==> src/rtl/lbist_pkg.sv <==
// Shared constants, FSM state type and mask helpers for the LBIST pattern-pair source.
package lbist_pkg;

    localparam logic [7:0] LFSR_TAPS    = 8'b1011_1000;
    localparam logic [7:0] DEFAULT_SEED = 8'hA5;
    localparam logic [3:0] MAX_FLIPS    = 4'd8;

    typedef enum logic [1:0] {
        ST_IDLE = 2'd0,
        ST_SEND = 2'd1,
        ST_FIN  = 2'd2
    } lbist_state_e;

    function automatic logic [3:0] clamp_flips(input logic [3:0] flips);
        return (flips > MAX_FLIPS) ? MAX_FLIPS : flips;
    endfunction

    // Run of f ones rotated left by rot; popcount is exactly f.
    function automatic logic [7:0] flip_mask(input logic [3:0] f, input logic [2:0] rot);
        logic [7:0]  base;
        logic [15:0] dbl;
        base = (f >= MAX_FLIPS) ? 8'hFF : ((8'd1 << f) - 8'd1);
        dbl  = {base, base} << rot;
        return dbl[15:8];
    endfunction

endpackage

==> src/rtl/lbist_lfsr8.sv <==
// 8-bit Fibonacci LFSR (x^8+x^6+x^5+x^4+1) with synchronous load and advance enable.
module lbist_lfsr8
    import lbist_pkg::*;
#(
    parameter logic [7:0] SEED = DEFAULT_SEED
) (
    input  logic       clk_i,
    input  logic       rst_i,
    input  logic       load_i,
    input  logic [7:0] seed_i,
    input  logic       adv_i,
    output logic [7:0] lfsr_o,
    output logic [7:0] lfsr_next_o
);

    logic [7:0] lfsr_q;
    logic [7:0] lfsr_d;

    assign lfsr_next_o = {lfsr_q[6:0], ^(lfsr_q & LFSR_TAPS)};
    assign lfsr_o      = lfsr_q;

    // Load has priority over advance.
    always_comb begin
        lfsr_d = lfsr_q;
        if (load_i) begin
            lfsr_d = seed_i;
        end else if (adv_i) begin
            lfsr_d = lfsr_next_o;
        end else begin
            lfsr_d = lfsr_q;
        end
    end

    // State register.
    always_ff @(posedge clk_i) begin
        if (rst_i) begin
            lfsr_q <= SEED;
        end else begin
            lfsr_q <= lfsr_d;
        end
    end

endmodule

==> src/rtl/lbist_err_inject.sv <==
// Golden/corrupted pattern-pair source over valid/ready for the Hamming-distance checker.
// Build option LBIST_INJ_SWEEP_EN: flip count sweeps k mod 9 per pattern, FLIPS ignored.
module lbist_err_inject
    import lbist_pkg::*;
#(
    parameter logic [7:0] SEED = DEFAULT_SEED
) (
    input  logic       CLK,
    input  logic       RST,
    input  logic       START,
    input  logic [3:0] FLIPS,
    input  logic [7:0] NUM_PAT,
    input  logic       READY,
    output logic       VALID,
    output logic [7:0] SIG_IN,
    output logic [7:0] SIG_OUT,
    output logic [3:0] FLIP_CNT,
    output logic       BUSY,
    output logic       DONE
);

    lbist_state_e state_q, state_d;
    logic       valid_q, valid_d;
    logic       busy_q, busy_d;
    logic       done_q, done_d;
    logic [7:0] sig_in_q, sig_in_d;
    logic [7:0] sig_out_q, sig_out_d;
    logic [3:0] flip_cnt_q, flip_cnt_d;
    logic [3:0] f_q, f_d;
    logic [2:0] rot_q, rot_d;
    logic [8:0] rem_q, rem_d;

    logic       lfsr_load_s;
    logic       lfsr_adv_s;
    logic [7:0] lfsr_s;
    logic [7:0] lfsr_next_s;
    logic [3:0] start_f_s;
    logic [3:0] next_f_s;
    logic [2:0] next_rot_s;

    lbist_lfsr8 #(.SEED(SEED)) u_lfsr (
        .clk_i       (CLK),
        .rst_i       (RST),
        .load_i      (lfsr_load_s),
        .seed_i      (SEED),
        .adv_i       (lfsr_adv_s),
        .lfsr_o      (lfsr_s),
        .lfsr_next_o (lfsr_next_s)
    );

    // In sweep mode f_q doubles as the pattern index mod 9.
`ifdef LBIST_INJ_SWEEP_EN
    assign start_f_s = 4'd0;
    assign next_f_s  = (f_q >= MAX_FLIPS) ? 4'd0 : (f_q + 4'd1);
`else
    assign start_f_s = clamp_flips(FLIPS);
    assign next_f_s  = f_q;
`endif
    assign next_rot_s = rot_q + 3'd1;

    // Next-state and next-pair computation.
    always_comb begin
        state_d     = state_q;
        valid_d     = valid_q;
        busy_d      = busy_q;
        done_d      = 1'b0;
        sig_in_d    = sig_in_q;
        sig_out_d   = sig_out_q;
        flip_cnt_d  = flip_cnt_q;
        f_d         = f_q;
        rot_d       = rot_q;
        rem_d       = rem_q;
        lfsr_load_s = 1'b0;
        lfsr_adv_s  = 1'b0;
        case (state_q)
            ST_IDLE: begin
                valid_d = 1'b0;
                busy_d  = 1'b0;
                if (START) begin
                    f_d         = start_f_s;
                    rot_d       = 3'd0;
                    rem_d       = (NUM_PAT == 8'd0) ? 9'd256 : {1'b0, NUM_PAT};
                    lfsr_load_s = 1'b1;
                    sig_in_d    = SEED;
                    sig_out_d   = SEED ^ flip_mask(start_f_s, 3'd0);
                    flip_cnt_d  = start_f_s;
                    valid_d     = 1'b1;
                    busy_d      = 1'b1;
                    state_d     = ST_SEND;
                end else begin
                    state_d = ST_IDLE;
                end
            end
            ST_SEND: begin
                if (valid_q && READY) begin
                    if (rem_q == 9'd1) begin
                        valid_d = 1'b0;
                        done_d  = 1'b1;
                        state_d = ST_FIN;
                    end else begin
                        lfsr_adv_s = 1'b1;
                        rot_d      = next_rot_s;
                        rem_d      = rem_q - 9'd1;
                        f_d        = next_f_s;
                        sig_in_d   = lfsr_next_s;
                        sig_out_d  = lfsr_next_s ^ flip_mask(next_f_s, next_rot_s);
                        flip_cnt_d = next_f_s;
                    end
                end else begin
                    state_d = ST_SEND;
                end
            end
            ST_FIN: begin
                valid_d = 1'b0;
                busy_d  = 1'b0;
                state_d = ST_IDLE;
            end
            default: begin
                valid_d = 1'b0;
                busy_d  = 1'b0;
                state_d = ST_IDLE;
            end
        endcase
    end

    // FSM and registered outputs.
    always_ff @(posedge CLK) begin
        if (RST) begin
            state_q    <= ST_IDLE;
            valid_q    <= 1'b0;
            busy_q     <= 1'b0;
            done_q     <= 1'b0;
            sig_in_q   <= 8'd0;
            sig_out_q  <= 8'd0;
            flip_cnt_q <= 4'd0;
            f_q        <= 4'd0;
            rot_q      <= 3'd0;
            rem_q      <= 9'd0;
        end else begin
            state_q    <= state_d;
            valid_q    <= valid_d;
            busy_q     <= busy_d;
            done_q     <= done_d;
            sig_in_q   <= sig_in_d;
            sig_out_q  <= sig_out_d;
            flip_cnt_q <= flip_cnt_d;
            f_q        <= f_d;
            rot_q      <= rot_d;
            rem_q      <= rem_d;
        end
    end

    assign VALID    = valid_q;
    assign SIG_IN   = sig_in_q;
    assign SIG_OUT  = sig_out_q;
    assign FLIP_CNT = flip_cnt_q;
    assign BUSY     = busy_q;
    assign DONE     = done_q;

endmodule

==> config.mk <==
export PLATFORM = sky130hd
export DESIGN_NAME = lbist_err_inject
export DESIGN_NICKNAME = d
export VERILOG_FILES = /design/src/rtl/lbist_pkg.sv /design/src/rtl/lbist_lfsr8.sv /design/src/rtl/lbist_err_inject.sv
export SDC_FILE = /design/constraint.sdc
export NUM_CORES = 1
export LEC_CHECK = 0
export BUFFER_PORTS_ARGS = -buffer_cell sky130_fd_sc_hd__buf_2
export CELL_PAD_IN_SITES_DETAIL_PLACEMENT = 0
export CELL_PAD_IN_SITES_GLOBAL_PLACEMENT = 1
export CORE_MARGIN = 5
export CORE_UTILIZATION = 47
export CTS_CLUSTER_SIZE = 40
export DETAILED_ROUTE_END_ITERATION = 16
export PLACE_DENSITY_LB_ADDON = 0.1
export SYNTH_ARGS = -nofsm -noshare
export SYNTH_HDL_FRONTEND = slang
export SYNTH_HIERARCHICAL = 1
export SYNTH_SLANG_ARGS = --single-unit
==> constraint.sdc <==
create_clock -name CLK -period 4.1 [get_ports CLK]
set_input_delay 0.205 -clock CLK [delete_from_list [all_inputs] [get_ports CLK]]
set_output_delay 0.205 -clock CLK [all_outputs]
set_load 0.02 [all_outputs]
# Word-level counts from Yosys, hierarchy flattened
# Index checks and enable logic that the tools add are counted.
# totals
elab_cells,80
in_bits,16
output_inout_bits,23
ff_bits,49
# classes
n_bitwise,4
n_lt_le_gt_ge,3
n_shift,3
n_reduce_logical,10
n_mux,38
eq_ne,7
add_sub_neg,4
# ops
op,count
2-to-1 mux 8 bit,8
2-to-1 mux 9 bit,4
case mux 8 bit (2 select lines),2
case mux 9 bit (2 select lines),1
2-to-1 mux 4 bit,4
left shift 1 x 4 -> 8 bit (first input constant),2
left shift 16 x 3 -> 16 bit,1
subtractor 8 x 1 -> 8 bit (second input constant),2
equality test 9 x 1 -> 1 bit (second input constant),1
2-to-1 mux 1 bit,9
2-to-1 mux 3 bit,3
subtractor 9 x 1 -> 9 bit (second input constant),1
greater-or-equal comparator 4 bit (second input constant),2
logical NOT 8 bit,1
inequality test 2 bit (second input constant),4
case mux 4 bit (2 select lines),1
XOR reduction 8 bit,1
XOR 8 bit,1
case mux 3 bit (2 select lines),1
> comparator 4 bit (second input constant),1
2-to-1 mux 2 bit,2
inverter 4 bit,1
case mux 1 bit (2 select lines),2
case mux 2 bit (2 select lines),1
other kinds (11),13

# Logic depth before layout (Yosys ltp)
# Gate-level depths: netlist of run 1.
# depth
word_depth,8
ltp_mapped,12
ltp_nobuf,9

# Modules after synthesis
# Netlist of run 1, hierarchy kept.
# by_module_without_submodules
module,area_each_um2,cells_each,n_inst,seq_area_each_um2
lbist_err_inject,2751.4,364,1,820.8
lbist_lfsr8,467.9,47,1,160.2

# Worst setup path before layout of run 1
# Ideal clock, no wire load.
# synth_timing
path_kind,register to register
startpoint,register f_q[3]
endpoint,"register sig_out_q[0], in the netlist SIG_OUT[0]"
n_path_buf,2
slack_ns,1.570
path_stages_with_launch,12
t_required_ns,4.039
synth_period_minus_slack_ns,2.530
setup_time_ns,0.061
arrival_ns,2.469
path_cell_list,dfxtp_1 -> clkbuf_1 -> clkbuf_1 -> nor3_1 -> nand2_1 -> ha_1 -> and4bb_1 -> o31ai_2 -> o311ai_1 -> o211a_1 -> nor4b_1 -> a32o_1
# synth_between
elab_chain_len,8
elab_cells_between_ends,9
classes_between,add/sub (1); order compare (1); shift (2); mux (4); bitwise (1)
# synth_rtl
element,line_no,rtl
start: declaration,lbist_err_inject.sv:29,"logic [3:0] f_q, f_d;"
start signal: assignment,lbist_err_inject.sv:136,f_q <= 4'd0;
start signal: assignment,lbist_err_inject.sv:147,f_q <= f_d;
left shift 1 x 4 -> 8 bit,lbist_pkg.sv:22,base = (f >= MAX_FLIPS) ? 8'hFF : ((8'd1 << f) - 8'd1);
subtractor 8 x 1 -> 8 bit,lbist_pkg.sv:22,
2-to-1 mux 8 bit (*),lbist_pkg.sv:22,
left shift 16 x 3 -> 16 bit (*),lbist_pkg.sv:23,"dbl = {base, base} << rot;"
XOR 8 bit (*),lbist_err_inject.sv:106,"sig_out_d = lfsr_next_s ^ flip_mask(next_f_s, next_rot_s);"
2-to-1 mux 8 bit (*),lbist_err_inject.sv:96,if (rem_q == 9'd1) begin
2-to-1 mux 8 bit (*),lbist_err_inject.sv:95,if (valid_q && READY) begin
case mux 8 bit (2 select lines) (*),lbist_err_inject.sv:75,case (state_q)
end signal: assignment,lbist_err_inject.sv:145,sig_out_q <= sig_out_d;
end: declaration,lbist_err_inject.sv:27,"logic [7:0] sig_out_q, sig_out_d;"
# Every way passes the cells marked *; elsewhere a longest branch is shown, timed or not. The select of a mux whose other input is x is not followed.
# A chain may end at the register's enable or synchronous reset.

# Worst setup path after layout of run 1
# layout_timing
startpoint,register f_q[2]
endpoint,"register sig_out_q[0], in the netlist SIG_OUT[0]"
# The elaborated chain is that of the path after synthesis.

==> results.md, run 1 <==
Setup path:
- The largest fanout on the critical path is 23.
- The data required time of the worst path is 4.35 ns.
- In this design, the stage delay of the slowest critical-path cell is 0.82 ns.
- The signal on the critical path passes through nor3_1 > nand2_1 > ha_1 > and4bb_1 > o31ai_2 > o311ai_1 > o211a_1 > nor4b_1 > a32o_1.
- The arrival time at the worst endpoint is 3.35 ns.
- The kind of start point of the critical path is a register.
- The type of element capturing the critical path is a register.
- The cell type of the slowest stage on the worst timing path is sky130_fd_sc_hd__dfxtp_1.
- The setup path with the least slack is of type reg2reg.

Final layout:
- The repair_antennas step left the layout with diodes totalling 0.
- Counting the fill cells in the layout gives 668.
- In the final layout, the share of cells above drive strength 1 is 0.1562.
- The net count reported at finish is 449.
- The synthesis-to-finish area growth is 8.969%.

STA:
- The final setup violation count is 0.
- For the pin with the worst max-slew slack, the measured transition is 0.9267 ns.
- The shortest period the worst path allows is 3.103 ns.
- Based on the critical path, the design can be clocked at up to 322.3 MHz.
- The worst-case headroom to the max-slew limit is 0.3822.
- The final worst hold slack is 0.1858 ns.
- Setup total negative slack on the finished layout was measured at 0 ns.
- The final max-slew violation count is 0.
- The final count of hold timing violations came to 0.
- The final period utilization is 0.7568.
- The final setup skew is 0.008579 ns.
- Setup repair after global routing left no endpoint under its margin.

Synth:
- The synthesized area divided by synthesized cell count is 7.839 um^2.
- The Yosys warning count is 6.
- After technology mapping, the gate count stands at 404.
- The mapped netlist covers 3167 um^2.

Flow run:
- The max-cap check violation count is 0.

Route:
- For this block, the routed nets add up to 8383 um of wire.
- The number of vias per cell is 5.900.
- The number of antenna-violating nets in the routed design is 0.
- The first-pass iteration count of the detailed router is 4.
- The number of DRC markers after the initial detailed-route iteration is 209.
- The DRC violations left is 0.
- The wire length per cell is 16.47 um.
- The overall via count from detail_route is 3003.

Worst hold path:
- The path class of the lowest-slack min-delay path is in2reg.

GRT:
- The first global-routing pass estimated 14030 um of wire.
- The number of global-route vias before repair was 2743.
- The overall fraction of global-route tracks in use is 0.2042.
- The initial antenna violation count was 0.
- The total overflow reported by the global router is 0.
- Entering global routing, the biggest net connects 51 pins.

Outcome:
- The run finished with clean final reports.

CTS:
- The count of cells resized by post-cts repair is 0.
- The CTS tree is built.
- In this run the deepest clock path goes through 2 buffers.
- CTS saw 49 sinks.
- For the worst-skew pair, the clock arrives at the later sink with an insertion delay of 0.30 ns.
- Counting the buffers created by CTS gives 5.
- The count of buffers added by post-CTS timing repair for setup is 0.
- The tree is rooted in a sky130_fd_sc_hd__clkbuf_8.
- The hold buffer count at CTS is 0.
- The clock slew at the register clock pins of the worst setup and hold paths is 0.10 ns.
- The H-tree depth reported by CTS is 2.

Floorplan:
- In this run the core area contains 30 standard-cell rows.
- The initial utilization of the core area, before any placement, comes to 0.4740.
- 39 I/O pins were placed.
- The area of the die is 8480 um^2.
- The die height is 92.09 um.
- The die extent in x is 92.09 um.
- The total area inside the core boundary comes to 6681 um^2.

Placement:
- The final weighted congestion of routability-driven global placement is 0.8119.
- The half-perimeter wire length of the detailed placement result is 5827 um.
- In this run the tool buffered the top-level ports with 38 buffer cells.

Power:
- The analysis attributes to cell leakage a power of 1.334 nW.
- The power density relative to cell area is 334.2 nW/um^2.
- The worst-case vdd ir drop is 164.9 uV.
## through the flow
step	setup WS, ns	total power [W]	std cells	instance area, um^2	util
after floorplan	1.570	0.0007830	410	3189	-
after global placement	1.242	0.0008682	501	3364	0.5036
after detailed placement	1.064	0.0008705	501	3364	0.5036
after CTS	1.011	0.001164	509	3451	0.5165
after global routing	0.7560	0.001234	509	3451	0.5165
final	0.9970	0.001153	509	3451	0.5165
## layer usage
layer	part of all wire	global-route usage	vias up	wire (um)
met5	0	0	-	0
met1	0.47	0.2859	1405	3930
met4	0.0098	0.05693	0	82
li1	-	-	1519	-
met2	0.47	0.3181	71	3929
met3	0.052	0.04102	8	440
## sequential cells by signal, summed over array words and instances (netlist names)
name / count
BUSY: 1
rem_q: 9
FLIP_CNT: 4
DONE: 1
u_lfsr/lfsr_o: 8
rot_q: 3
VALID: 1
state_q: 2
SIG_OUT: 8
f_q: 4
SIG_IN: 8
## where the power goes
| part | total (W) | internal (W) | leakage (nW) | switching [W] |
|---|---|---|---|---|
| Clock | 0.000294 | 0.000122 | 0.0456 | 0.000171 |
| Combinational | 0.000309 | 0.000118 | 0.886 | 0.000191 |
| Sequential | 0.000550 | 0.000511 | 0.403 | 0.0000396 |
| Total | 0.00115 | 0.000751 | 1.33 | 0.000402 |
## path summary, 6_finish.rpt
| path | startpoint | endpoint | slack (ns) | cells past startpoint |
|---|---|---|---|---|
| max | f_q[2]$_SDFFE_PP0P_ | SIG_OUT[0]$_SDFFE_PP0P_ | 1.0 | 9 |
| min | NUM_PAT[0] | rem_q[0]$_SDFFE_PP0P_ | 0.19 | 3 |
| max reg2reg | f_q[2]$_SDFFE_PP0P_ | SIG_OUT[0]$_SDFFE_PP0P_ | 1.0 | 9 |
| min reg2reg | SIG_IN[3]$_SDFFE_PP0P_ | SIG_IN[3]$_SDFFE_PP0P_ | 0.47 | 2 |
## layout by cell type, fill, tap and decap left out, types with 8 or more instances in the layout
| cell | count |
|---|---|
| sky130_fd_sc_hd__a211oi_1 | 8 |
| sky130_fd_sc_hd__nor3_1 | 18 |
| sky130_fd_sc_hd__conb_1 | 8 |
| sky130_fd_sc_hd__buf_2 | 38 |
| sky130_fd_sc_hd__dfxtp_1 | 49 |
| sky130_fd_sc_hd__nand2_1 | 41 |
| sky130_fd_sc_hd__xor2_1 | 8 |
| sky130_fd_sc_hd__nor2_1 | 39 |
| sky130_fd_sc_hd__mux2i_1 | 9 |
| sky130_fd_sc_hd__nand3_1 | 18 |
| sky130_fd_sc_hd__a21oi_1 | 31 |
| sky130_fd_sc_hd__o21ai_0 | 15 |
## area by class of cell
class / count / area [um^2] / area share
Clock buffer: 6 / 72.57 / 0.02103
Clock inverter: 2 / 13.76 / 0.003988
Inverter: 8 / 30.03 / 0.008702
Multi-Input combinational cell: 321 / 2026 / 0.5870
Sequential cell: 49 / 980.9 / 0.2843
Tap cell: 80 / 100.1 / 0.02901
Timing Repair Buffer: 43 / 227.7 / 0.06599
## worst max-delay path, delay by kind of cell (launching register included)
family | cells | cell delay [ns]
adder cells (fa/ha/maj) | 1 | 0.50
flip-flops | 1 | 0.82
AND/OR/NAND/NOR | 4 | 0.87
AO/OA/AOI/OAI | 4 | 0.84
Power figures use the tool's default switching activity.
==> inputs of run 2 (changes only) <==
Settings changed: CORE_UTILIZATION 47 to 39.
Clock period 4.1 ns to 2.8 ns, I/O delays scaled along.
==> run 2 against run 1 <==
Net effect:
- cell count rose by 6.7%
- cell area rose by 4.4%
- power rose by 57%
- critical path depth rose by 1
- maximum frequency rose by 31%
==> results.md, run 2 (synthesized netlist as in run 1, its figures left out) <==
Final layout:
- The number of antenna diodes is 0 (unchanged).
- The fraction of final layout cells sized beyond drive strength 1 was 0.1814 (was 0.1562).
- The register name with the most flops was rem_q (unchanged).
- The count of fill cells added during filler insertion is 829 (was 668).
- Commonest non-fill, non-tap cells in the layout: sky130_fd_sc_hd__dfxtp_1 (49), sky130_fd_sc_hd__nand2_1 (41), sky130_fd_sc_hd__nor2_1 (39) (unchanged).
- The most common cell after layout, fill and taps aside is sky130_fd_sc_hd__dfxtp_1 (unchanged).
- The net count reported at finish is 461 (was 449).
- The final standard cell utilization of the core is 0.4612 (was 0.5165).
- The synthesis-to-finish area growth is 13.71% (was 8.969%).
- The number of flip-flops under the largest register name is 9 (unchanged).
- The final instance count without filler cells is 543 (was 509).

Floorplan:
- The die height is 100.1 um (was 92.09 um).
- The die extent in x is 100.1 um (was 92.09 um).
- The starting density of the core is 0.4056 (was 0.4740).
- The area of the die is 10020 um^2 (was 8480 um^2).
- The I/O pin count came to 39 (unchanged).
- The total core area came to 7807 um^2 (was 6681 um^2).
- The number of rows created at floorplan is 32 (was 30).

Power:
- The share of total power in sequential cells is 0.438 (was 0.477).
- The switching share of total power is 0.3311 (was 0.3484).
- The combinational share of power was 0.271 (was 0.268).
- The post-route total power is 0.001811 W (was 0.001153 W).
- The power density relative to cell area is 503.0 nW/um^2 (was 334.2 nW/um^2).
- The net switching power is 0.0005996 W (was 0.0004018 W).
- The worst-case vdd ir drop came to 268.0 uV (was 164.9 uV).
- The internal portion of total power came to 0.001211 W (was 0.0007514 W).
- The standby leakage power was 1.411 nW (was 1.334 nW).
- The clock network fraction of design power was 0.292 (was 0.255).

Route:
- The wire length per cell is 16.10 um (was 16.47 um).
- The number of antenna-violating nets in the routed design is 0 (unchanged).
- The number of DRC markers after the initial detailed-route iteration is 147 (was 209).
- The final wirelength is 8742 um (was 8383 um).
- The first-pass iteration count of the detailed router is 4 (unchanged).
- The overall via count from detail_route was 3053 (was 3003).
- The DRC violations left is 0 (unchanged).
- The number of vias per cell is 5.622 (was 5.900).

Flow run:
- The max-cap check violation count is 0 (unchanged).

GRT:
- The maximum number of pins on one net before global-route repair was 36 (was 51).
- The met1 track demand over resource was 0.2594 (was 0.2859).
- The global routing's busiest layer is met2 (unchanged).
- The number of global-route vias before repair is 2853 (was 2743).
- The first-pass GRT wire length was 14460 um (was 14030 um).
- The global-route met2 utilization is 0.2689 (was 0.3181).
- The overall fraction of global-route tracks in use came to 0.1756 (was 0.2042).
- The met3 track demand over resource is 0.03127 (was 0.04102).
- The initial antenna violation count is 0 (unchanged).
- The total overflow reported by the global router came to 0 (unchanged).

Setup path:
- The largest fanout on the critical path is 16 (was 23).
- The type of the worst setup path was reg2reg (unchanged).
- The data required time of the worst path was 3.04 ns (was 4.35 ns).
- The arrival time at the worst endpoint is 2.61 ns (was 3.35 ns).
- The kind of cell adding the most delay to the critical path is simple AND/OR/NAND/NOR gates (unchanged).
- The largest stage delay on the critical path is 0.50 ns (was 0.82 ns).
- The kind of start point of the critical path is a register (unchanged).
- The cell type of the slowest stage on the worst timing path is sky130_fd_sc_hd__or4b_1 (was sky130_fd_sc_hd__dfxtp_1).
- The number of buffers and inverters on the critical path is 1 (was 0).
- The type of element capturing the critical path is a register (unchanged).
- Critical-path cell list: nor3_1 > nand2_1 > ha_1 > buf_4 > or4b_1 > nand2b_1 > a31oi_1 > a211oi_1 > xor2_1 > a21oi_1 (was nor3_1 > nand2_1 > ha_1 > and4bb_1 > o31ai_2 > o311ai_1 > o211a_1 > nor4b_1 > a32o_1).

Placement:
- The number of cells after detailed placement is 535 (was 501).
- The final weighted congestion of routability-driven global placement is 0.8327 (was 0.8119).
- The worst-case setup slack after placement is 0.4660 ns (was 1.064 ns).
- The number of buffer cells added on primary ports came to 38 (unchanged).
- The half-perimeter wire length of the detailed placement result is 6220 um (was 5827 um).

STA:
- The maximum clock frequency is 422.0 MHz (was 322.3 MHz).
- The shortest period the worst path allows is 2.370 ns (was 3.103 ns).
- The total negative setup slack was 0 ns (unchanged).
- The final period utilization is 0.8464 (was 0.7568).
- The final count of hold timing violations came to 0 (unchanged).
- The worst path setup slack after routing is 0.4301 ns (was 0.9970 ns).
- The slew of the pin with the lowest slew margin is 0.5738 ns (was 0.9267 ns).
- Unrepaired setup endpoints after global routing: no (unchanged).
- The final max-slew violation count came to 0 (unchanged).
- The final setup violation count came to 0 (unchanged).
- The worst-case headroom to the max-slew limit is 0.6156 (was 0.3822).
- The final setup skew was 0.01198 ns (was 0.008579 ns).

Outcome:
- Outcome: complete, no violations (unchanged).

CTS:
- The CTS tree is built (unchanged).
- The maximum clock path buffer count is 2 (unchanged).
- The count of cells resized by post-cts repair is 0 (unchanged).
- The clock root buffer master was sky130_fd_sc_hd__clkbuf_8 (unchanged).
- The clock slew at the register clock pins of the worst setup and hold paths is 0.10 ns (about the same).
- The clock latency on the worst-skew pair is 0.31 ns (was 0.30 ns).
- The count of buffers added by post-CTS timing repair for setup was 0 (unchanged).
- The H-tree depth reported by CTS is 2 (unchanged).
- The hold buffer count at CTS is 0 (unchanged).
- The CTS sink count is 49 (unchanged).
- The number of buffers created by CTS is 5 (unchanged).

Worst hold path:
- The path class of the lowest-slack min-delay path is in2reg (unchanged).
run 2: cell count changes in the layout (fill, tap and decap cells not counted), sizes merged:
cell,previous run,this run
clkbuf,6,5
buf,43,55
bufinv,0,1
run 2: per-layer routing:
metal  up-vias  part of all wire
met5         -                 0
met1      1442              0.50
met4         0            0.0086
met2        64              0.44
met3         6             0.051
li1       1541                 -
run 2: layout make-up:
class	instances	area, um^2	share of cell area
Clock buffer	5	68.82	0.01911
Clock inverter	3	50.05	0.01390
Inverter	8	30.03	0.008339
Multi-Input combinational cell	321	2026	0.5625
Sequential cell	49	980.9	0.2724
Tap cell	102	127.6	0.03544
Timing Repair Buffer	55	317.8	0.08826
run 2: through the flow:
step                      hold slack, ns  cell area (um^2)
after floorplan                   0.3004              3189
after global placement            0.4450              3482
after CTS                         0.1236              3601
after detailed placement          0.4505              3482
final                             0.1280              3601
after global routing              0.1349              3601
run 2: path summary, 6_finish.rpt:
kind | startpoint | end | slack [ns] | cells after the start
hold reg to reg | SIG_OUT[4]$_SDFFE_PP0P_ | SIG_OUT[4]$_SDFFE_PP0P_ | 0.46 | 2
hold / removal | NUM_PAT[0] | rem_q[0]$_SDFFE_PP0P_ | 0.13 | 3
setup / recovery | f_q[3]$_SDFFE_PP0P_ | SIG_OUT[5]$_SDFFE_PP0P_ | 0.43 | 10
setup reg to reg | f_q[3]$_SDFFE_PP0P_ | SIG_OUT[5]$_SDFFE_PP0P_ | 0.43 | 10
run 2: power by group through the flow:
stage | Clock (W) | Sequential [W] | Combinational [W]
3_3_place_gp | 0 | 0.000808 | 0.000486
3_5_place_dp | 0 | 0.000809 | 0.000488
4_1_cts | 0.000547 | 0.000793 | 0.000491
6_report | 0.000529 | 0.000792 | 0.000490
2_1_floorplan | 0 | 0.000831 | 0.000315
5_1_grt | 0.000573 | 0.000801 | 0.000545
run 2: worst reg2reg max path, stage by stage (launching register included):
cell	delay, ns
sky130_fd_sc_hd__dfxtp_1	0.32
sky130_fd_sc_hd__nor3_1	0.23
sky130_fd_sc_hd__nand2_1	0.09
sky130_fd_sc_hd__ha_1	0.22
sky130_fd_sc_hd__buf_4	0.19
sky130_fd_sc_hd__or4b_1	0.50
sky130_fd_sc_hd__nand2b_1	0.18
sky130_fd_sc_hd__a31oi_1	0.17
sky130_fd_sc_hd__a211oi_1	0.10
sky130_fd_sc_hd__xor2_1	0.16
sky130_fd_sc_hd__a21oi_1	0.14
==> inputs of run 3 (changes only) <==
Clock period 2.8 ns to 2 ns, I/O delays scaled along.
==> run 3 against run 2 <==
Net effect:
- sequential power rose by 39%
- cell count rose by 5.9%
- combinational power rose by 61%
- non-clock buffer count rose by 32
- count of clock-buffer cells in the layout did not move
- the flow now finishes with violations (negative setup slack)
- power rose by 45%
- routed wire length rose by 5.1%
- maximum frequency rose by 10%
- setup slack got worse by 0.58 ns
- clock power rose by 40%
==> results.md, run 3 (synthesized netlist as in run 1, its figures left out) <==
Route:
- The overall via count from detail_route is 3214 (was 3053).
- The final wirelength is 9187 um (was 8742 um).
- The wire length per cell is 15.98 um (was 16.10 um).
- The number of antenna-violating nets in the routed design was 0 (unchanged).
- The number of vias per cell is 5.590 (was 5.622).
- The first-pass iteration count of the detailed router was 4 (unchanged).
- The DRC violations left came to 0 (unchanged).
- The number of DRC markers after the initial detailed-route iteration is 142 (was 147).

CTS:
- The number of buffers created by CTS is 5 (unchanged).
- The H-tree depth reported by CTS was 2 (unchanged).
- The clock slew at the register clock pins of the worst setup and hold paths is 0.10 ns (about the same).
- The hold buffer count at CTS came to 0 (unchanged).
- The maximum clock path buffer count is 2 (unchanged).
- The CTS tree is built (unchanged).
- The clock latency on the worst-skew pair is 0.31 ns (about the same).
- The CTS sink count is 49 (unchanged).
- The clock root buffer master was sky130_fd_sc_hd__clkbuf_8 (unchanged).

Final layout:
- The number of flip-flops under the largest register name came to 9 (unchanged).
- The count of fill cells added during filler insertion is 770 (was 829).
- The number of antenna diodes is 0 (unchanged).
- The register name with the most flops was rem_q (unchanged).
- The net count reported at finish is 493 (was 461).
- Commonest non-fill, non-tap cells in the layout: sky130_fd_sc_hd__dfxtp_1 (47), sky130_fd_sc_hd__buf_4 (47), sky130_fd_sc_hd__nand2_1 (40) (was sky130_fd_sc_hd__dfxtp_1 (49), sky130_fd_sc_hd__nand2_1 (41), sky130_fd_sc_hd__nor2_1 (39)).
- The synthesis-to-finish area growth is 25.25% (was 13.71%).
- The final non-filler cell area came to 3966 um^2 (was 3601 um^2).
- The fraction of final layout cells sized beyond drive strength 1 came to 0.2748 (was 0.1814).
- The final instance count without filler cells is 575 (was 543).

Power:
- The net switching power is 0.0008758 W (was 0.0005996 W).
- The power density relative to cell area is 664.2 nW/um^2 (was 503.0 nW/um^2).
- The switching share of total power is 0.3324 (was 0.3311).
- The share of total power in sequential cells was 0.419 (was 0.438).
- The combinational share of power came to 0.300 (was 0.271).
- The post-route total power came to 0.002635 W (was 0.001811 W).
- The worst-case vdd ir drop is 428.2 uV (was 268.0 uV).
- The internal portion of total power came to 0.001759 W (was 0.001211 W).
- The clock network fraction of design power came to 0.281 (was 0.292).
- The standby leakage power was 1.606 nW (was 1.411 nW).

Floorplan:
- The starting density of the core is 0.4056 (unchanged).
- The die height came to 100.1 um (unchanged).
- The I/O pin count is 39 (unchanged).
- The number of rows created at floorplan was 32 (unchanged).
- The die extent in x is 100.1 um (unchanged).
- The area of the die is 10020 um^2 (unchanged).
- The total core area is 7807 um^2 (unchanged).

STA:
- The final period utilization was 1.076 (was 0.8464).
- The final max-slew violation count is 0 (unchanged).
- The final setup violation count was 7 (was 0).
- Unrepaired setup endpoints after global routing: yes (was no).
- The maximum clock frequency is 464.8 MHz (was 422.0 MHz).
- The worst-case headroom to the max-slew limit is 0.6571 (was 0.6156).
- The final setup skew is 0.01074 ns (was 0.01198 ns).
- The worst path setup slack after routing was -0.1517 ns (was 0.4301 ns).
- The slew of the pin with the lowest slew margin is 0.5014 ns (was 0.5738 ns).
- The final count of hold timing violations was 0 (unchanged).
- The shortest period the worst path allows is 2.152 ns (was 2.370 ns).

Outcome:
- Outcome: finished, violations left (was complete, no violations).
- The final reports fail on negative setup slack.

Placement:
- The final weighted congestion of routability-driven global placement is 0.8805 (was 0.8327).
- The cell area reported after detailed placement came to 3775 um^2 (was 3482 um^2).
- The half-perimeter wire length of the detailed placement result is 6815 um (was 6220 um).
- The number of cells after detailed placement is 565 (was 535).
- The number of buffer cells added on primary ports is 38 (unchanged).

Setup path:
- The worst reg-to-reg path cell count is 7 (was 10).
- The data required time of the worst path is 2.22 ns (was 3.04 ns).
- The number of gates on the worst path with buffers counted was 7 (was 10).
- The number of buffers and inverters on the critical path is 0 (was 1).
- The arrival time at the worst endpoint is 2.37 ns (was 2.61 ns).
- The largest fanout on the critical path is 6 (was 16).
- The largest stage delay on the critical path was 0.37 ns (was 0.50 ns).
- The type of element capturing the critical path is a register (unchanged).
- The type of the worst setup path is reg2reg (unchanged).
- The cell type of the slowest stage on the worst timing path is sky130_fd_sc_hd__ha_1 (was sky130_fd_sc_hd__or4b_1).
- The kind of start point of the critical path is a register (unchanged).
- Critical-path cell list: ha_1 > nor4b_1 > a311o_1 > o21ai_1 > nand3_1 > or3_1 > a311oi_2 (was nor3_1 > nand2_1 > ha_1 > buf_4 > or4b_1 > nand2b_1 > a31oi_1 > a211oi_1 > xor2_1 > a21oi_1).
- The kind of cell adding the most delay to the critical path was compound AO/OA/AOI/OAI gates (was simple AND/OR/NAND/NOR gates).

Worst hold path:
- The path class of the lowest-slack min-delay path is in2reg (unchanged).
- The cell count of the worst hold path was 3 (unchanged).

GRT:
- The initial antenna violation count was 0 (unchanged).
- The maximum number of pins on one net before global-route repair is 24 (was 36).
- The overall fraction of global-route tracks in use is 0.1861 (was 0.1756).
- The number of global-route vias before repair came to 2939 (was 2853).
- The total overflow reported by the global router is 0 (unchanged).
- The first-pass GRT wire length is 15120 um (was 14460 um).

Flow run:
- The max-cap check violation count is 0 (unchanged).
run 3: what timing repair did:
action	4_1_cts	5_1_grt
endpoints found under the setup margin	8	25
gates resized for setup	5	11
pin swaps	5	3
setup buffers	0	2
gates cloned	0	0
run 3: metal layers:
layer,part of all wire,track usage
met1,0.49,0.2704
met2,0.46,0.2971
met3,0.047,0.02502
met4,0.0073,0.03523
met5,0,0
run 3: power by group through the flow:
stage | clock, W | combinational [W] | sequential (W)
final | 0.000740 | 0.000791 | 0.00110
after floorplan | 0 | 0.000457 | 0.00116
after CTS | 0.000762 | 0.000773 | 0.00110
after detailed placement | 0 | 0.000757 | 0.00113
after global placement | 0 | 0.000754 | 0.00113
after global routing | 0.000815 | 0.000865 | 0.00112
run 3: worst reg2reg max path, cell delays in order, from the launching register on:
cell,delay [ns]
sky130_fd_sc_hd__dfxtp_1,0.32
sky130_fd_sc_hd__ha_1,0.37
sky130_fd_sc_hd__nor4b_1,0.18
sky130_fd_sc_hd__a311o_1,0.35
sky130_fd_sc_hd__o21ai_1,0.17
sky130_fd_sc_hd__nand3_1,0.12
sky130_fd_sc_hd__or3_1,0.33
sky130_fd_sc_hd__a311oi_2,0.23
run 3: final timing paths:
kind                                                 to  slack [ns]                    from
worst max register to register  SIG_OUT[2]$_SDFFE_PP0P_       -0.15   rot_q[0]$_SDFFE_PP0P_
worst min-delay path              rem_q[0]$_SDFFE_PP0P_        0.08              NUM_PAT[0]
worst max-delay path            SIG_OUT[2]$_SDFFE_PP0P_       -0.15   rot_q[0]$_SDFFE_PP0P_
worst min register to register   SIG_IN[1]$_SDFFE_PP0P_        0.47  SIG_IN[1]$_SDFFE_PP0P_
run 3: stage by stage:
stage	setup TNS (ns)	setup slack, ns	hold slack, ns	util
final	-0.8080	-0.1517	0.08073	0.5080
after floorplan	-1.822	-0.2889	0.2528	-
after global routing	-1.819	-0.2965	0.1041	0.5080
after global placement	-0.8495	-0.1483	0.4123	0.4835
after detailed placement	-1.295	-0.2007	0.4156	0.4835
after CTS	-0.9395	-0.1667	0.08006	0.5008
run 3: area by class of cell:
class                   instances  area [um^2]  area share
repair buffers                 87        583.1      0.1470
well taps                     102        127.6     0.03218
clock buffers                   5        68.82     0.01735
inverters                       8        30.03    0.007571
clock inverters                 3        43.79     0.01104
flip-flops and latches         49        983.4      0.2479
multi-input cells             321         2130      0.5369
